<file path="src/rtl/gowin_tl_pkg.sv">
// Shared types and constants for the Gowin PCIe TL transmit arbiter.
package gowin_tl_pkg;

    typedef enum logic [1:0] {
        ST_IDLE  = 2'd0,
        ST_OWN_C = 2'd1,
        ST_OWN_R = 2'd2
    } state_t;

    localparam logic SRC_C = 1'b0;
    localparam logic SRC_R = 1'b1;

    localparam int DEF_PCI_DATA_WIDTH = 256;
    localparam int DW_VALID_W         = DEF_PCI_DATA_WIDTH / 32;

    // Completion source wins when it is the only one pending, or on a tie
    // when the request source was served last.
    function automatic logic grant_c(input logic c_pend, input logic r_pend,
                                     input logic last_src);
        return c_pend && (!r_pend || (last_src == SRC_R));
    endfunction

endpackage

</file>
<file path="src/rtl/gowin_tl_tx_outreg.sv">
// Single-entry output register toward the hard-IP TX port, with hold on
// backpressure and a count of retired end-of-packet beats.
module gowin_tl_tx_outreg
    import gowin_tl_pkg::*;
#(
    parameter int DATA_W = 256
) (
    input  logic                  i_clk,
    input  logic                  i_rst,
    input  logic                  i_load,
    input  logic                  i_sop,
    input  logic                  i_eop,
    input  logic [DATA_W-1:0]     i_data,
    input  logic [DW_VALID_W-1:0] i_valid,
    input  logic                  i_wait,
    output logic                  o_can_load,
    output logic                  o_sop,
    output logic                  o_eop,
    output logic [DATA_W-1:0]     o_data,
    output logic [DW_VALID_W-1:0] o_valid,
    output logic [15:0]           o_pkt_cnt
);

    logic                  r_sop;
    logic                  r_eop;
    logic [DATA_W-1:0]     r_data;
    logic [DW_VALID_W-1:0] r_valid;
    logic [15:0]           r_pkt_cnt;
    logic                  w_full;
    logic                  w_retire;

    // Only non-empty beats are ever loaded, so a non-zero valid marks a held beat.
    assign w_full     = (r_valid != '0);
    assign w_retire   = w_full && !i_wait;
    assign o_can_load = !w_full || !i_wait;

    // NOTE: the data register is reset too, because the outputs must read zero during reset.
    always_ff @(posedge i_clk or posedge i_rst) begin
        if (i_rst) begin
            r_sop     <= 1'b0;
            r_eop     <= 1'b0;
            r_data    <= '0;
            r_valid   <= '0;
            r_pkt_cnt <= '0;
        end else begin
            if (i_load) begin
                r_sop   <= i_sop;
                r_eop   <= i_eop;
                r_data  <= i_data;
                r_valid <= i_valid;
            end else if (w_retire) begin
                r_sop   <= 1'b0;
                r_eop   <= 1'b0;
                r_valid <= '0;
            end
            if (w_retire && r_eop) begin
                r_pkt_cnt <= r_pkt_cnt + 16'd1;
            end
        end
    end

    assign o_sop     = r_sop;
    assign o_eop     = r_eop;
    assign o_data    = r_data;
    assign o_valid   = r_valid;
    assign o_pkt_cnt = r_pkt_cnt;

endmodule

</file>
<file path="src/rtl/gowin_tl_tx_arbiter.sv">
// Packet-granular arbiter between the completion and request TLP sources,
// feeding the hard-IP TX port through a one-beat output register.
module gowin_tl_tx_arbiter
    import gowin_tl_pkg::*;
#(
    parameter int C_PCI_DATA_WIDTH = 256
) (
    input  logic                        CLK,
    input  logic                        RST,
    input  logic                        C_SOP,
    input  logic                        C_EOP,
    input  logic [C_PCI_DATA_WIDTH-1:0] C_DATA,
    input  logic [DW_VALID_W-1:0]       C_VALID,
    input  logic                        C_PEND,
    output logic                        C_READY,
    input  logic                        R_SOP,
    input  logic                        R_EOP,
    input  logic [C_PCI_DATA_WIDTH-1:0] R_DATA,
    input  logic [DW_VALID_W-1:0]       R_VALID,
    input  logic                        R_PEND,
    output logic                        R_READY,
    output logic                        TL_TX_SOP,
    output logic                        TL_TX_EOP,
    output logic [C_PCI_DATA_WIDTH-1:0] TL_TX_DATA,
    output logic [DW_VALID_W-1:0]       TL_TX_VALID,
    input  logic                        TL_TX_WAIT,
    output logic [15:0]                 TX_PKT_CNT
);

    state_t                        r_state;
    state_t                        w_state_nxt;
    logic                          r_last_src;
    logic                          w_last_src_nxt;
    logic                          w_can_load;
    logic                          w_c_xfer;
    logic                          w_r_xfer;
    logic                          w_sel_r;
    logic                          w_sop;
    logic                          w_eop;
    logic [C_PCI_DATA_WIDTH-1:0]   w_data;
    logic [DW_VALID_W-1:0]         w_valid;

    assign C_READY  = (r_state == ST_OWN_C) && w_can_load;
    assign R_READY  = (r_state == ST_OWN_R) && w_can_load;
    assign w_c_xfer = C_READY && (C_VALID != '0);
    assign w_r_xfer = R_READY && (R_VALID != '0);

    assign w_sel_r = (r_state == ST_OWN_R);
    assign w_sop   = w_sel_r ? R_SOP   : C_SOP;
    assign w_eop   = w_sel_r ? R_EOP   : C_EOP;
    assign w_data  = w_sel_r ? R_DATA  : C_DATA;
    assign w_valid = w_sel_r ? R_VALID : C_VALID;

    always_ff @(posedge CLK or posedge RST) begin
        if (RST) begin
            r_state    <= ST_IDLE;
            r_last_src <= SRC_R;
        end else begin
            r_state    <= w_state_nxt;
            r_last_src <= w_last_src_nxt;
        end
    end

    // PEND is only consulted in IDLE, so a source dropping it mid-packet keeps ownership.
    always_comb begin
        // NOTE: defaults first so every path assigns both outputs and no latch is inferred.
        w_state_nxt    = r_state;
        w_last_src_nxt = r_last_src;
        case (r_state)
            ST_IDLE: begin
                if (grant_c(C_PEND, R_PEND, r_last_src)) begin
                    w_state_nxt    = ST_OWN_C;
                    w_last_src_nxt = SRC_C;
                end else if (R_PEND) begin
                    w_state_nxt    = ST_OWN_R;
                    w_last_src_nxt = SRC_R;
                end
            end
            ST_OWN_C: if (w_c_xfer && C_EOP) w_state_nxt = ST_IDLE;
            ST_OWN_R: if (w_r_xfer && R_EOP) w_state_nxt = ST_IDLE;
            default:  w_state_nxt = ST_IDLE;
        endcase
    end

    gowin_tl_tx_outreg #(
        .DATA_W (C_PCI_DATA_WIDTH)
    ) u_outreg (
        .i_clk      (CLK),
        .i_rst      (RST),
        .i_load     (w_c_xfer || w_r_xfer),
        .i_sop      (w_sop),
        .i_eop      (w_eop),
        .i_data     (w_data),
        .i_valid    (w_valid),
        .i_wait     (TL_TX_WAIT),
        .o_can_load (w_can_load),
        .o_sop      (TL_TX_SOP),
        .o_eop      (TL_TX_EOP),
        .o_data     (TL_TX_DATA),
        .o_valid    (TL_TX_VALID),
        .o_pkt_cnt  (TX_PKT_CNT)
    );

endmodule

</file>
<file path="config.mk">
export PLATFORM = sky130hd
export DESIGN_NAME = gowin_tl_tx_arbiter
export DESIGN_NICKNAME = d
export VERILOG_FILES = /design/src/rtl/gowin_tl_pkg.sv /design/src/rtl/gowin_tl_tx_outreg.sv /design/src/rtl/gowin_tl_tx_arbiter.sv
export SDC_FILE = /design/constraint.sdc
export NUM_CORES = 1
export LEC_CHECK = 0
export BUFFER_PORTS_ARGS = -buffer_cell sky130_fd_sc_hd__buf_2
export CORE_AREA = 2 2 324 326
export DETAILED_ROUTE_END_ITERATION = 8
export DIE_AREA = 0 0 326 328
export PLACE_DENSITY = 0.38
export REMOVE_ABC_BUFFERS = 1
export SYNTH_ARGS = -nofsm -noshare
export SYNTH_HDL_FRONTEND = slang
export SYNTH_SLANG_ARGS = --single-unit
</file>
<file path="constraint.sdc">
create_clock -name CLK -period 9.1 [get_ports CLK]
set_clock_uncertainty 0.1 [all_clocks]
set_input_delay 0 -clock CLK [delete_from_list [all_inputs] [get_ports CLK]]
set_output_delay 0 -clock CLK [all_outputs]
set_load 0.05 [all_outputs]
</file>
; ---- After elaboration in Yosys (flattened, before gate mapping)
; Cells that the tools add are included.
[op_classes]
add_sub_neg = 1
eq_ne = 5
muxes = 16
n_reduce_logical = 23
[op_table]
columns = cell, count
row1 = 256-bit two-way mux, 1
row2 = 8-bit two-way mux, 3
row3 = 8-bit nonzero test, 3
row4 = "16-bit by 1-bit adder with 16-bit output, second input constant", 1
row5 = 1-bit logical AND, 9
row6 = 2-bit two-way mux, 4
row7 = 1-bit two-way mux, 7
row8 = 2-bit case mux with 3 select lines, 1
row9 = "2-bit by 1-bit inequality test with 1-bit output, second input constant", 2
row10 = 2-bit nonzero test, 2
row11 = 1-bit zero test, 3
row12 = 1-bit logical OR, 3
row13 = "3-bit inequality test, second input constant", 1
row14 = 3-bit AND reduction, 1
row15 = "2-bit by 1-bit equality test with 1-bit output, second input constant", 1
row16 = "2-bit equality test, second input constant", 1
row17 = 2-bit zero test, 1
row18 = 2-bit AND reduction, 1
[totals]
ff_bits = 285
in_bits = 537
out_inout_bits = 284
elab_cells = 52

; ---- Logic depth before layout (Yosys ltp)
[depth]
depth_word = 8
ltp_mapped = 8
ltp_nobuf = 5

; ---- Cells and area by module
; Synthesis repeated with hierarchy kept, for this count alone.
[hier_totals]
cells_unflattened = 1533
hier_area_um2 = 14196.1
[by_module_without_submodules]
columns = module, n_inst, cells_per_inst, area_per_inst_um2, seq_area_each_um2
row1 = gowin_tl_tx_outreg, 1, 648, 10611.4, 7056.8
row2 = gowin_tl_tx_arbiter, 1, 885, 3584.7, 76.3

; ---- Worst setup path before layout
; OpenSTA, ideal clock, no wires.
[synth_timing]
kind = reg2reg
from = register u_outreg.r_valid[5] (netlist: u_outreg.o_valid[5])
to = register u_outreg.r_data[0] (netlist: u_outreg.o_data[0])
setup_ps = 125
arrival_ps = 2084
t_required_ps = 8875
setup_slack_ps = 6791
path_stages_with_launch = 8
n_path_buf = 3
synth_period_minus_slack_ps = 2309
path_cell_list = dfrtp_1 nor4_4 a21bo_1 o21a_1 buf_4 buf_12 buf_12 mux2_4
[synth_via]
elab_chain_cells = 6
elab_cells_between_ends = 8
classes_between = 8 x reduce/logical
[synth_rtl]
columns = element, line
row1 = start: declaration, gowin_tl_tx_outreg.sv:27  ; logic [DW_VALID_W-1:0] r_valid;
row2 = start signal: assignment, gowin_tl_tx_outreg.sv:50  ; r_valid <= i_valid;
row3 = 8-bit nonzero test (*), gowin_tl_tx_outreg.sv:33  ; assign w_full = (r_valid != '0);
row4 = 1-bit zero test (*), gowin_tl_tx_outreg.sv:35  ; assign o_can_load = !w_full || !i_wait;
row5 = 1-bit logical OR (*), gowin_tl_tx_outreg.sv:35
row6 = "1-bit logical AND, on equally long branches", "gowin_tl_tx_arbiter.sv:43, gowin_tl_tx_arbiter.sv:44"
row7 = "1-bit logical AND, on equally long branches", "gowin_tl_tx_arbiter.sv:45, gowin_tl_tx_arbiter.sv:46"
row8 = 1-bit logical OR (*), gowin_tl_tx_arbiter.sv:90  ; .i_load (w_c_xfer || w_r_xfer),
row9 = end signal: assignment, gowin_tl_tx_outreg.sv:49  ; r_data <= i_data;
row10 = end: declaration, gowin_tl_tx_outreg.sv:26  ; logic [DATA_W-1:0] r_data;
; Mark *: on every way between the ends. The rest lies on a longest branch, timed or not.
; A chain may end at the register's enable or synchronous reset.

; ---- Worst setup path after layout
[layout_timing]
from = register r_state[1]
to = register u_outreg.r_data[109] (netlist: u_outreg.o_data[109])
[layout_via]
elab_chain_cells = 4
elab_cells_between_ends = 8
classes_between = 2 x eq/ne / 1 x mux / 5 x reduce/logical
[layout_rtl]
columns = element, line
row1 = start: declaration, gowin_tl_tx_arbiter.sv:30  ; state_t r_state;
row2 = start signal: assignment, gowin_tl_tx_arbiter.sv:59  ; r_state <= w_state_nxt;
row3 = 2-bit by 1-bit equality test with 1-bit output or 2-bit equality test (tied branches), "gowin_tl_tx_arbiter.sv:43, gowin_tl_tx_arbiter.sv:44, gowin_tl_tx_arbiter.sv:48"
row4 = "1-bit logical AND, on equally long branches", "gowin_tl_tx_arbiter.sv:43, gowin_tl_tx_arbiter.sv:44"
row5 = "1-bit logical AND, on equally long branches", "gowin_tl_tx_arbiter.sv:45, gowin_tl_tx_arbiter.sv:46"
row6 = 1-bit logical OR, gowin_tl_tx_arbiter.sv:90
; Parallel ways exist; a longest one is shown, timed or not.

==> summary.md <==
| Metric | Value |
|---|---|
| Status | finished, final reports clean |
| Synth top cells by count | mux2_2 (285), dfrtp_1 (284), mux2_4 (200) |
| Via Count | 13,072 |
| Hold Crit Start | C_SOP |
| Mux cell area share after synthesis | 44.4% |
| Met3 Usage GRT | 2.86% |
| Utilization after layout | 26.3% |
| Mapped Area | 15,000 µm² |
| Setup violators final | 0 |
| Synth top area cells | dfrtp_1 (47%), mux2_2 (21%), mux2_4 (20%) |
| Transition time of the tightest slew-check pin | 1.08 ns |
| PD cells | 374 nW/µm² |
| Adder-cell area share of the yosys netlist | 0.0834% |
| GRT Util Overall | 10.1% |
| Most Crowded Layer GR | met2 |
| Hold Path End | u_outreg.o_sop$_DFFE_PP0P_ |
| Initial Util | 14.5% |
| Max-slew violations | 0 |
| R2r setup slk | 4.55 ns |
| Simple-gate share of the synthesized area | 1.61% |
| Critical R2R Capture | u_outreg.o_data[109]$_DFFE_PP0P_ |
| Final global-route overflow total | 0 |
| Crit share post-route | 50.0% |
| Hold-fix buffers, CTS | 550 |
| Fin Setup TNS | 0 ns |
| Top-count cell post-synth | mux2_2 |
| Sequential element share of the synthesized area | 47.5% |
| EDFF count, synth | 0 |
| Ys Warns | 0 |
| Max_cap viols | 0 |
| Detailed-route DRC error count | 0 |
| Synth async-reset ratio | 100% |
| Synth top area share | 47.4% |
| Synthesis-to-layout area growth | 81.0% |
| Final Critical Period | 4.55 ns |
| CP required | 9.43 ns |
| CTS resizes | 0 |
| First-pass GRT wire length | 83,700 µm |
| Diode count | 0 |
| Post-Synth XOR/XNOR Area | 0.876% |
| Worst Hold Class | in -> reg |
| Ys flop type | dfrtp_1 |
| Clk sink count | 285 |
| Cell variety after synth | 35 |
| Worst reg2reg path startpoint | r_state[1]$_DFFE_PP0P_ |
| Initial antenna violation count | 1 |
| Buffers on Ports | 820 |
| Cells on worst reg2reg path | 7 |
| Deepest clock path buffer count | 3 |
| Wirelength per Cell | 15.3 µm |
| Pre-CTS setup slack | 5.08 ns |
| Hpwl dp | 41,100 µm |
| Top Ports | 821 |
| Min setup slack post-route | 4.55 ns |
| Vias per cell | 3.52 |
| Final Hold Viols | 0 |
| Iter 0 DRT Violations | 289 |
| Gate Count Post-Synth | 950 |
| Vias in the first global route | 14,620 |
| Die Y | 328 µm |
| Critical path arrival | 4.89 ns |
| Crit start category | register |
| Inst Count DP | 3,100 |
| Crit path cell chain | nor2b_4 > buf_4 > buf_4 > buf_4 > mux2_2 > dlygate4sd3_1 > mux2_1 |
| Slowest CP cell | buf_4 |
| Hold path cells | 4 |
| CTS Buf Count | 39 |
| Max Fclk | 220 MHz |
| Met1 usage | 10.2% |
| Skew-Pair Late Insertion Delay | 0.56 ns |
| Layout cells sized above 1 | 59.2% |
| Post-synth top area cell | dfrtp_1 |
| First drt pass iteration count | 4 |
| Number of H-tree levels | 2 |
| Final Non-Filler Cells | 3,718 |
| Complex-gate fraction of the synthesized area | 1.19% |
| Postcts setup bufs | 0 |
| Worst setup EP type | register |
| Unrepaired setup endpoints after global routing | false |
| CP max FO | 77 |
| Crit Path Class | reg -> reg |
| Crit path max-delay family | buffers and inverters |
| Nets | 2,849 |
| Buf/Inv on CP | 4 |
| Pin count of the biggest net entering global routing | 107 |
| Site Rows | 118 |
| Met2 usage | 19.2% |
| Leakage | 12.6 nW |
| Worst-path clk slew | 0.06 ns |
| Post-Syn Area per Cell | 15.8 µm² |
| Slew headroom | 27.8% |
| DRT Wirelength | 56,700 µm |
| Peak supply drop | 0.211 mV |
| Register bit total from synthesis | 285 |
| Placer Congestion | 0.949 |
| Combinational family with the most area after synthesis | multiplexers |
| Largest stage delay on the critical path | 0.87 ns |
| Root Driver | clkbuf_16 |
| Crit-path most repeated cell | buf_4 |
| Die X | 326 µm |
| CTS tree | built |
| Core area | 103,000 µm² |
| Post-DRT Antenna Nets | 0 |
| Die area | 107,000 µm² |
layout by cell type, fill, tap and decap left out, types with 4 or more instances in the layout:
master and instances:
buf_2 820, dlygate4sd3_1 550, mux2_2 285, dfrtp_1 284, mux2_4 200, clkbuf_16 41
mux2_1 36, xnor2_1 9, buf_4 9, a21oi_1 8, a22o_1 8, clkbuf_1 8
nand3_1 7, and3_1 6, xor2_1 6, clkbuf_8 6, nand2_1 5, nor4_1 4
nand2b_1 4, mux2i_1 4, bufinv_16 4, clkinv_2 4
cell families after synthesis:
logic type                 Yosys count
muxes                              525
DFF                                285
buffers and inverters               63
and+or+nand+nor                     37
AOI/OAI and AO/OA                   24
xor gates and xnor gates            15
adders and majority gates            1
worst register-to-register path, stage by stage (launching register included):
cell	delay, ns
dfrtp_1	0.44
nor2b_4	0.19
buf_4	0.60
buf_4	0.71
buf_4	0.99
mux2_2	0.56
dlygate4sd3_1	0.55
mux2_1	0.29
layer usage:
metal / share of wire (%) / routed length (µm) / up-vias
met5: 0.019 / 11 / -
met4: 3.8 / 2150 / 2
met3: 6.7 / 3790 / 99
met2: 54 / 30500 / 458
met1: 36 / 20200 / 6341
li1: - / - / 6172
state kept, by name (all words and copies together), names as in the netlist:
register,flops
u_outreg.o_data,256
u_outreg.o_pkt_cnt,16
r_state,2
u_outreg.o_eop,1
u_outreg.o_valid,8
u_outreg.o_sop,1
r_last_src,1
layout make-up:
type / count / area, µm²
sequential: 285 / 7130
multi-input combinational: 602 / 7240
fill: 10861 / 76100
clock inverter: 13 / 183
inverter: 2 / 15.0
tap: 1380 / 1730
clock buffer: 55 / 1140
timing repair buffer: 1381 / 9720
how the worst max path moves through the flow:
stage                     cells past startpoint                                to                    from
after floorplan                               4   u_outreg.o_data[64]$_DFFE_PP0P_  r_state[0]$_DFFE_PP0P_
after global placement                        6  u_outreg.o_data[111]$_DFFE_PP0P_  r_state[0]$_DFFE_PP0P_
after detailed placement                      6  u_outreg.o_data[109]$_DFFE_PP0P_  r_state[1]$_DFFE_PP0P_
after CTS                                     7  u_outreg.o_data[109]$_DFFE_PP0P_  r_state[1]$_DFFE_PP0P_
after global routing                          7  u_outreg.o_data[102]$_DFFE_PP0P_  r_state[1]$_DFFE_PP0P_
final                                         7  u_outreg.o_data[109]$_DFFE_PP0P_  r_state[1]$_DFFE_PP0P_
stage by stage:
stage	hold WS, ns	instance area [µm²]	power (mW)
final	0.213	27100	10.2
after global routing	0.202	27100	10.7
after CTS	0.149	27100	10.3
after detailed placement	-0.00459	20300	8.05
after global placement	-0.0186	20300	8.01
after floorplan	-0.0300	14400	7.73
power breakdown:
group          switching [mW]  total, mW  internal, mW  leakage (nW)
registers               0.356       2.27          1.91          3.38
logic                    3.67       6.31          2.63          8.58
clock network           0.606       1.59         0.985         0.641
(Power assumes the default switching activity.)
